$ cat src/rtl/circle_pt_counter_pkg.sv
// Shared definitions for the circle point counter: sequencer states,
// set-relation mode codes, default geometry and the per-axis distance helper.
package circle_pt_counter_pkg;

   typedef enum logic [1:0] {
      ST_IDLE = 2'd0,
      ST_SCAN = 2'd1,
      ST_DONE = 2'd2
   } state_e;

   localparam logic [1:0] MODE_UNION = 2'd0;
   localparam logic [1:0] MODE_AND   = 2'd1;
   localparam logic [1:0] MODE_XOR   = 2'd2;

   localparam int DEF_GRID_N = 8;
   localparam int DEF_RADIUS = 4;
   localparam int DEF_CNT_W  = 7;

   // Squared distance along one axis between a grid coordinate and a centre.
   // The difference is formed in 5-bit signed so off-grid centres (0, 9..15)
   // still give the correct magnitude before squaring.
   function automatic logic [9:0] axisSq(input logic [3:0] p, input logic [3:0] c);
      logic signed [4:0] diff;
      logic [4:0]        mag;
      diff = $signed({1'b0, p}) - $signed({1'b0, c});
      mag  = diff[4] ? 5'(~diff + 5'sd1) : 5'(diff);
      return 10'(mag) * 10'(mag);
   endfunction

endpackage

$ cat src/rtl/circle_pt_counter_det_inside.sv
// Point-in-circle detector: high when the test point lies inside (or on)
// both circles of the given radius. Tying both centres to the same circle
// turns it into a plain single-circle membership test.
module det_inside
   import circle_pt_counter_pkg::*;
#(
   parameter int RADIUS = DEF_RADIUS
) (
   input  logic [3:0] circle1x_i,
   input  logic [3:0] circle1y_i,
   input  logic [3:0] circle2x_i,
   input  logic [3:0] circle2y_i,
   input  logic [3:0] px_i,
   input  logic [3:0] py_i,
   output logic       inside_o
);

   localparam logic [10:0] RADIUS_SQ = 11'(RADIUS * RADIUS);

   logic [10:0] distOne;
   logic [10:0] distTwo;

   // Squared Euclidean distance to each centre, compared against r^2 so the
   // boundary counts as inside.
   always_comb begin
      distOne  = 11'(axisSq(px_i, circle1x_i)) + 11'(axisSq(py_i, circle1y_i));
      distTwo  = 11'(axisSq(px_i, circle2x_i)) + 11'(axisSq(py_i, circle2y_i));
      inside_o = (distOne <= RADIUS_SQ) && (distTwo <= RADIUS_SQ);
   end

endmodule

$ cat src/rtl/circle_pt_counter.sv
// Grid-scan stage: accepts two circle centres, visits every lattice point of
// a GRID_N x GRID_N grid one per cycle, counts points meeting the selected
// set relation and hands the count downstream.
module circle_pt_counter
   import circle_pt_counter_pkg::*;
#(
   parameter int GRID_N = DEF_GRID_N,
   parameter int RADIUS = DEF_RADIUS,
   parameter int CNT_W  = DEF_CNT_W
) (
   input  logic             clk,
   input  logic             rst,
   input  logic             in_valid,
   output logic             in_ready,
   input  logic [1:0]       mode,
   input  logic [3:0]       c1x,
   input  logic [3:0]       c1y,
   input  logic [3:0]       c2x,
   input  logic [3:0]       c2y,
   output logic             out_valid,
   input  logic             out_ready,
   output logic [CNT_W-1:0] count,
   output logic             busy
);

   localparam logic [3:0] LAST_COORD = 4'(GRID_N);

   state_e           state_q, state_d;
   logic [1:0]       mode_q, mode_d;
   logic [3:0]       c1x_q, c1x_d, c1y_q, c1y_d;
   logic [3:0]       c2x_q, c2x_d, c2y_q, c2y_d;
   logic [3:0]       px_q, px_d, py_q, py_d;
   logic [CNT_W-1:0] accum_q, accum_d;

   logic memberOne;
   logic memberTwo;
   logic hit;

   det_inside #(.RADIUS(RADIUS)) u_in_c1 (
      .circle1x_i (c1x_q),
      .circle1y_i (c1y_q),
      .circle2x_i (c1x_q),
      .circle2y_i (c1y_q),
      .px_i       (px_q),
      .py_i       (py_q),
      .inside_o   (memberOne)
   );

   det_inside #(.RADIUS(RADIUS)) u_in_c2 (
      .circle1x_i (c2x_q),
      .circle1y_i (c2y_q),
      .circle2x_i (c2x_q),
      .circle2y_i (c2y_q),
      .px_i       (px_q),
      .py_i       (py_q),
      .inside_o   (memberTwo)
   );

   // Combine the two memberships with the registered relation; the reserved
   // code falls back to union.
   always_comb begin
      hit = memberOne | memberTwo;
      case (mode_q)
         MODE_AND: hit = memberOne & memberTwo;
         MODE_XOR: hit = memberOne ^ memberTwo;
         default:  hit = memberOne | memberTwo;
      endcase
   end

   // Sequencer: capture the command in IDLE, walk the grid row by row in
   // SCAN accumulating hits, then hold the result in DONE until taken.
   always_comb begin
      state_d = state_q;
      mode_d  = mode_q;
      c1x_d   = c1x_q;
      c1y_d   = c1y_q;
      c2x_d   = c2x_q;
      c2y_d   = c2y_q;
      px_d    = px_q;
      py_d    = py_q;
      accum_d = accum_q;
      case (state_q)
         ST_IDLE: begin
            if (in_valid) begin
               mode_d  = mode;
               c1x_d   = c1x;
               c1y_d   = c1y;
               c2x_d   = c2x;
               c2y_d   = c2y;
               px_d    = 4'd1;
               py_d    = 4'd1;
               accum_d = '0;
               state_d = ST_SCAN;
            end
         end
         ST_SCAN: begin
            accum_d = accum_q + CNT_W'(hit);
            if (px_q == LAST_COORD) begin
               px_d = 4'd1;
               if (py_q == LAST_COORD) begin
                  state_d = ST_DONE;
               end else begin
                  py_d = py_q + 4'd1;
               end
            end else begin
               px_d = px_q + 4'd1;
            end
         end
         ST_DONE: begin
            if (out_ready) begin
               state_d = ST_IDLE;
            end
         end
         default: state_d = ST_IDLE;
      endcase
   end

   // State and datapath registers; reset abandons any command in flight.
   always_ff @(posedge clk) begin
      if (rst) begin
         state_q <= ST_IDLE;
         mode_q  <= MODE_UNION;
         c1x_q   <= '0;
         c1y_q   <= '0;
         c2x_q   <= '0;
         c2y_q   <= '0;
         px_q    <= 4'd1;
         py_q    <= 4'd1;
         accum_q <= '0;
      end else begin
         state_q <= state_d;
         mode_q  <= mode_d;
         c1x_q   <= c1x_d;
         c1y_q   <= c1y_d;
         c2x_q   <= c2x_d;
         c2y_q   <= c2y_d;
         px_q    <= px_d;
         py_q    <= py_d;
         accum_q <= accum_d;
      end
   end

   assign in_ready  = (state_q == ST_IDLE);
   assign busy      = (state_q != ST_IDLE);
   assign out_valid = (state_q == ST_DONE);
   assign count     = accum_q;

endmodule

$ cat config.mk
export PLATFORM = sky130hd
export DESIGN_NAME = circle_pt_counter
export DESIGN_NICKNAME = d
export VERILOG_FILES = /design/src/rtl/circle_pt_counter_pkg.sv /design/src/rtl/circle_pt_counter_det_inside.sv /design/src/rtl/circle_pt_counter.sv
export SDC_FILE = /design/constraint.sdc
export NUM_CORES = 1
export LEC_CHECK = 0
export BUFFER_PORTS_ARGS = -buffer_cell sky130_fd_sc_hd__buf_2
export CAP_MARGIN = 40
export CORE_MARGIN = 2
export CORE_UTILIZATION = 35
export CTS_BUF_LIST = sky130_fd_sc_hd__clkbuf_4
export DETAILED_ROUTE_END_ITERATION = 8
export PLACE_DENSITY = 0.61
export SYNTH_ARGS = -nofsm -noshare
export SYNTH_HDL_FRONTEND = slang
export SYNTH_HIERARCHICAL = 1
export SYNTH_SLANG_ARGS = --single-unit
$ cat constraint.sdc
create_clock -name clk -period 9.96 [get_ports clk]
set_input_delay 1.992 -clock clk [delete_from_list [all_inputs] [get_ports clk]]
set_output_delay 1.992 -clock clk [all_outputs]
set_load 0.01 [all_outputs]
=== Word level (Yosys, flattened, before mapping) ===
Index checks and enable logic that the tools add are counted.

* Add/sub/neg operators: 13
* Multiply operators: 4
* $lt $le $gt $ge: 2
* Equality and inequality tests: 11
* Mux-type cells: 18
* Bitwise operators: 7
* Reduce and logical (&&, ||, !) cells: 7

{| class="wikitable"
|+ Operators by type and width
! operator !! count
|-
| $mul 5x5->10 || 4
|-
| $add 10x10->11 || 2
|-
| $le 11x5->1 const B || 2
|-
| $add 5x2->5 const B || 4
|-
| $mux 5 || 4
|-
| $not 5->5 || 4
|-
| $sub 4x4->5 || 4
|-
| $mux 4 || 4
|-
| $pmux 4 s2 || 2
|-
| $pmux 7 s2 || 1
|-
| $add 4x1->4 const B || 2
|-
| $eq 4x4->1 const B || 2
|-
| $mux 2 || 4
|-
| $ne 2x2->1 const B || 4
|-
| $reduce_and 4->1 || 2
|-
| $add 7x1->7 || 1
|-
| $mux 7 || 1
|-
| $pmux 2 s3 || 1
|-
| $eq 2x1->1 const B || 2
|-
| $eq 2x2->1 const B || 2
|-
| $reduce_and 2->1 || 2
|-
| $reduce_bool 2->1 || 2
|-
| $logic_not 2->1 || 1
|-
| $ne 2x1->1 const B || 1
|-
| 4 further kinds || 4
|}

* Register bits after elaboration: 35
* Bits of input ports: 22
* Word-level logic and storage cells: 71

=== Logic depth before layout (Yosys ltp) ===
* Word-level depth: 11
* Mapped depth: 34
* Mapped depth without buffers: 34

=== Hierarchy ===
The synthesis kept the hierarchy.

{| class="wikitable"
|+ Modules (own cells, without submodules)
! module !! instances !! cells an instance !! area each (µm²)
|-
| det_inside (u_in_c1) || 1 || 386 || 3432.0
|-
| det_inside (u_in_c2) || 1 || 373 || 3309.4
|-
| circle_pt_counter || 1 || 199 || 1650.3
|}

=== Least setup slack after synthesis ===
No wires, ideal clock.

* Path type: register to register
* Start: register py_q[0]
* End: register accum_q[6] (netlist: count[6])
* Setup time: 0.065 ns
* Data arrival time: 7.619 ns
* Path slack: 2.276 ns
* Cell stages (with the launch flop): 34
* Clock period less this slack: 7.684 ns
* Cell sequence: dfxtp_1 inv_1 ha_1 inv_1 fa_1 xnor2_1 and3_1 nor2b_2 xnor2_1 nor2_1 fa_1 inv_1 fa_1 fa_1 inv_1 fa_1 fa_1 ha_1 nand2b_1 a32oi_1 nand4b_1 a221oi_2 nand4_1 nor4_2 inv_1 ha_1 a221oi_1 a21oi_1 ha_1 ha_1 and3_1 nand4_1 mux2_1 nor2_1

* Cells in the longest elaborated chain, start to end: 11
* Elaborated cells on any way between the ends: 20

{| class="wikitable"
|+ Ends and longest elaborated chain
! item !! line !! source
|-
| start: declaration || circle_pt_counter.sv:32 || <nowiki>logic [3:0] px_q, px_d, py_q, py_d;</nowiki>
|-
| start signal: assignment || circle_pt_counter.sv:138 || <nowiki>py_q <= py_d;</nowiki>
|-
| $sub 4x4->5 * || circle_pt_counter_pkg.sv:25 || <nowiki>diff = $signed({1'b0, p}) - $signed({1'b0, c});</nowiki>
|-
| $not 5->5 || circle_pt_counter_pkg.sv:26 || <nowiki>mag = diff[4] ? 5'(~diff + 5'sd1) : 5'(diff);</nowiki>
|-
| $add 5x2->5 || circle_pt_counter_pkg.sv:26 ||
|-
| $mux 5 * || circle_pt_counter_pkg.sv:26 ||
|-
| $mul 5x5->10 * || circle_pt_counter_pkg.sv:27 || <nowiki>return 10'(mag) * 10'(mag);</nowiki>
|-
| $add 10x10->11 * || circle_pt_counter_det_inside.sv:26, circle_pt_counter_det_inside.sv:27 ||
|-
| $le 11x5->1 * || circle_pt_counter_det_inside.sv:28 || <nowiki>inside_o = (distOne <= RADIUS_SQ) && (distTwo <= RADIUS_SQ);</nowiki>
|-
| net memberOne || circle_pt_counter.sv:35 || <nowiki>logic memberOne;</nowiki>
|-
| $or 1x1->1, or another cell as far along || circle_pt_counter.sv:66 || <nowiki>default: hit = memberOne | memberTwo;</nowiki>
|-
| $pmux 1 s2 * || circle_pt_counter.sv:63 || <nowiki>case (mode_q)</nowiki>
|-
| $add 7x1->7 * || circle_pt_counter.sv:97 || <nowiki>accum_d = accum_q + CNT_W'(hit);</nowiki>
|-
| $pmux 7 s2 * || circle_pt_counter.sv:82 || <nowiki>case (state_q)</nowiki>
|-
| end signal: assignment || circle_pt_counter.sv:139 || <nowiki>accum_q <= accum_d;</nowiki>
|-
| end: declaration || circle_pt_counter.sv:33 || <nowiki>logic [CNT_W-1:0] accum_q, accum_d;</nowiki>
|}

Mark *: on every way through the listed nets, which the timed path passes. The rest lies on a longest branch.
A chain may end at the register's enable or synchronous reset.

=== Final worst setup path ===
Same ends and word-level chain as after synthesis.

==> run summary <==
outcome -> finished, final reports clean
die area -> 25200 um^2
port buffer count -> 31
largest family of logic cells by synthesized area -> adder cells
post-synthesis adder-cell area fraction -> 46.1%
crit path kind -> reg -> reg
io pins -> 32
Ant. Diodes -> 0
Post-CTS Setup Bufs -> 0
routed vias/inst -> 4.80
crit-path max cell delay -> 0.56 ns
clk_lat worst skew -> 0.35 ns
utilization after layout -> 38.3%
DRC viols -> 0
PostCTS Resize Cnt -> 0
#FFs+latches synth -> 35
First-pass DRT Iterations -> 4
Cell Area, Synth -> 8390 um^2
critical path capture point type -> register
Worst Max-Slew Pin Slew -> 0.861 ns
fmax -> 118 MHz
CP top delay family -> adder cells
Synth Warn # -> 6
Num CTS Buffers -> 5
clk_skew -> 0.0120 ns
area leader, netlist -> ha_1
PwrDens -> 288 nW/um^2
commonest non-fill, non-tap cell in the layout -> ha_1
clk buf depth -> 2
std cell rows -> 56
post-route cell area -> 8980 um^2
Compound-Gate Fraction of Synth Area -> 12.0%
Sink Count -> 35
Setup-failing EPs final -> 0
clock transition at the registers of the reported paths -> 0.10 ns
chip width -> 159 um
cells after synthesis -> 958
most frequent cells in the layout -> ha_1, inv_1, fa_1, nor2_1, nand2_1
count of pins over their slew limit -> 0
WL per Instance -> 12.5 um
Max Cap Violations -> 0
Min Hold Slack -> 0.481 ns
GR Overflow Total -> 0
Main synth FF type -> dfxtp_1
asr flop ratio synth -> 0%
first-pass GRT wire length -> 29.6 mm
Overall Global Routing Usage -> 13.6%
Critical Path Most Common Cell -> fa_1
depth of the CTS H-tree -> 2
Cell variety after synth -> 75
DRT Wirelength -> 16.4 mm
Starting Density -> 35.8%
Core ar. -> 23500 um^2
worst path bufs/invs -> 5
DP Area -> 8920 um^2
CTS Hold Buffers Added -> 0
vias in the first global route -> 6400
P_leak -> 4.43 nW
multiplexer share of the synthesized area -> 0.760%
crit path launch type -> register
Antenna Nets Post-Route -> 0
Final period util -> 85.3%
initial antenna violation count -> 0
top cells by area, synth -> ha_1, fa_1, dfxtp_1
Synth Area in XOR/XNOR -> 5.92%
Iteration-0 DRC Markers -> 177
arrival time worst endpoint -> 8.78 ns
GP Congestion -> 0.816
CTS tree -> done
Rel. slew slack -> 42.0%
Detail Placement HPWL -> 14.2 mm
Syn-to-layout area delta -> 7.04%
placed instance count -> 1308
min Tclk post-route -> 8.50 ns
worst-path maximum fanout -> 6
Slowest cell on crit path -> fa_1
pin count of the biggest net entering global routing -> 33
Post-synth EDFFs -> 0
Setup TNS -> 0 ns
Die H -> 159 um
maximum vdd drop -> 0.140 mV
share of the synthesized area in the top cell type -> 24.2%
final cell count without fillers -> 1316
WP data required -> 10.24 ns
nets@finish -> 1272
fraction of layout cells with a size suffix above 1 -> 8.32%
vias -> 6323
Post-Synth Simple-Gate Area -> 18.9%
RSZ-0062 raised after global routing -> false
final hold violation count -> 0
Root Driver -> clkbuf_4
Avg Synthesized Cell Area -> 8.76 um^2
Seq/Total Area, Yosys -> 8.35%
worst hold-check path type -> reg -> reg
-- path summary, 6_finish.rpt --
check | startpoint | to | slack, ns | cells after the start
max | py_q[0] | count[6] | 1.46 | 33
min | c2x_q[1] | c2x_q[1] | 0.48 | 2
max reg2reg | py_q[0] | count[6] | 1.46 | 33
min reg2reg | c2x_q[1] | c2x_q[1] | 0.48 | 2
-- metal layers --
metal,GRT usage [%],wire (um),vias to the layer above
met5,0,0,-
met4,1.42,103,0
met3,0.758,294,7
met2,23.1,7710,60
met1,19.7,8330,3011
li1,-,-,3245
-- Yosys cell counts (15+ instances only) --
library cell / n
nor2_1: 90
dfxtp_1: 35
o21ai_0: 15
xnor2_1: 32
nor2b_1: 26
a21oi_1: 49
ha_1: 162
xor2_1: 21
a21o_1: 21
nand2b_1: 24
fa_1: 92
nand2_1: 63
inv_1: 160
-- per-stage QoR --
step	power [mW]	worst slack (ns)
CTS	2.62	1.42
floorplan	2.06	2.28
global route	2.98	0.838
detailed placement	2.51	1.46
finish	2.58	1.46
global placement	2.48	1.50
-- worst register-to-register path: cells and delay by family (launching register included) --
family	cells	cell delay [ns]
AND/OR/NAND/NOR	10	1.74
adder cells (fa/ha/maj)	11	4.17
multiplexers	1	0.33
flip-flops	1	0.38
AO/OA/AOI/OAI	4	0.74
buffers and inverters	5	0.35
XOR/XNOR	2	0.74
-- where the power goes --
part           internal, mW  switching (mW)
clock network        0.0329          0.0471
registers             0.146         0.00862
logic                  1.04            1.31
total                  1.22            1.37
-- sequential cells by signal (all words and copies together), names as in the netlist --
signal	count
px_q	4
state_q	2
count	7
c2x_q	4
mode_q	2
c1x_q	4
c1y_q	4
py_q	4
c2y_q	4
-- cells by family after synthesis --
kind of cell	after synthesis
XOR/XNOR	55
AND/OR/NAND/NOR	290
other	2
adder cells (fa/ha/maj)	254
AO/OA/AOI/OAI	146
buffers and inverters	170
flip-flops	35
multiplexers	6
-- final cells by class --
type,count,area (um^2)
sequential,35,701
timing repair buffer,31,155
fill,2407,14500
inverter,160,601
clock inverter,1,5.00
clock buffer,7,52.6
tap,319,399
multi-input combinational,763,7070
(Power assumes the default switching activity.)
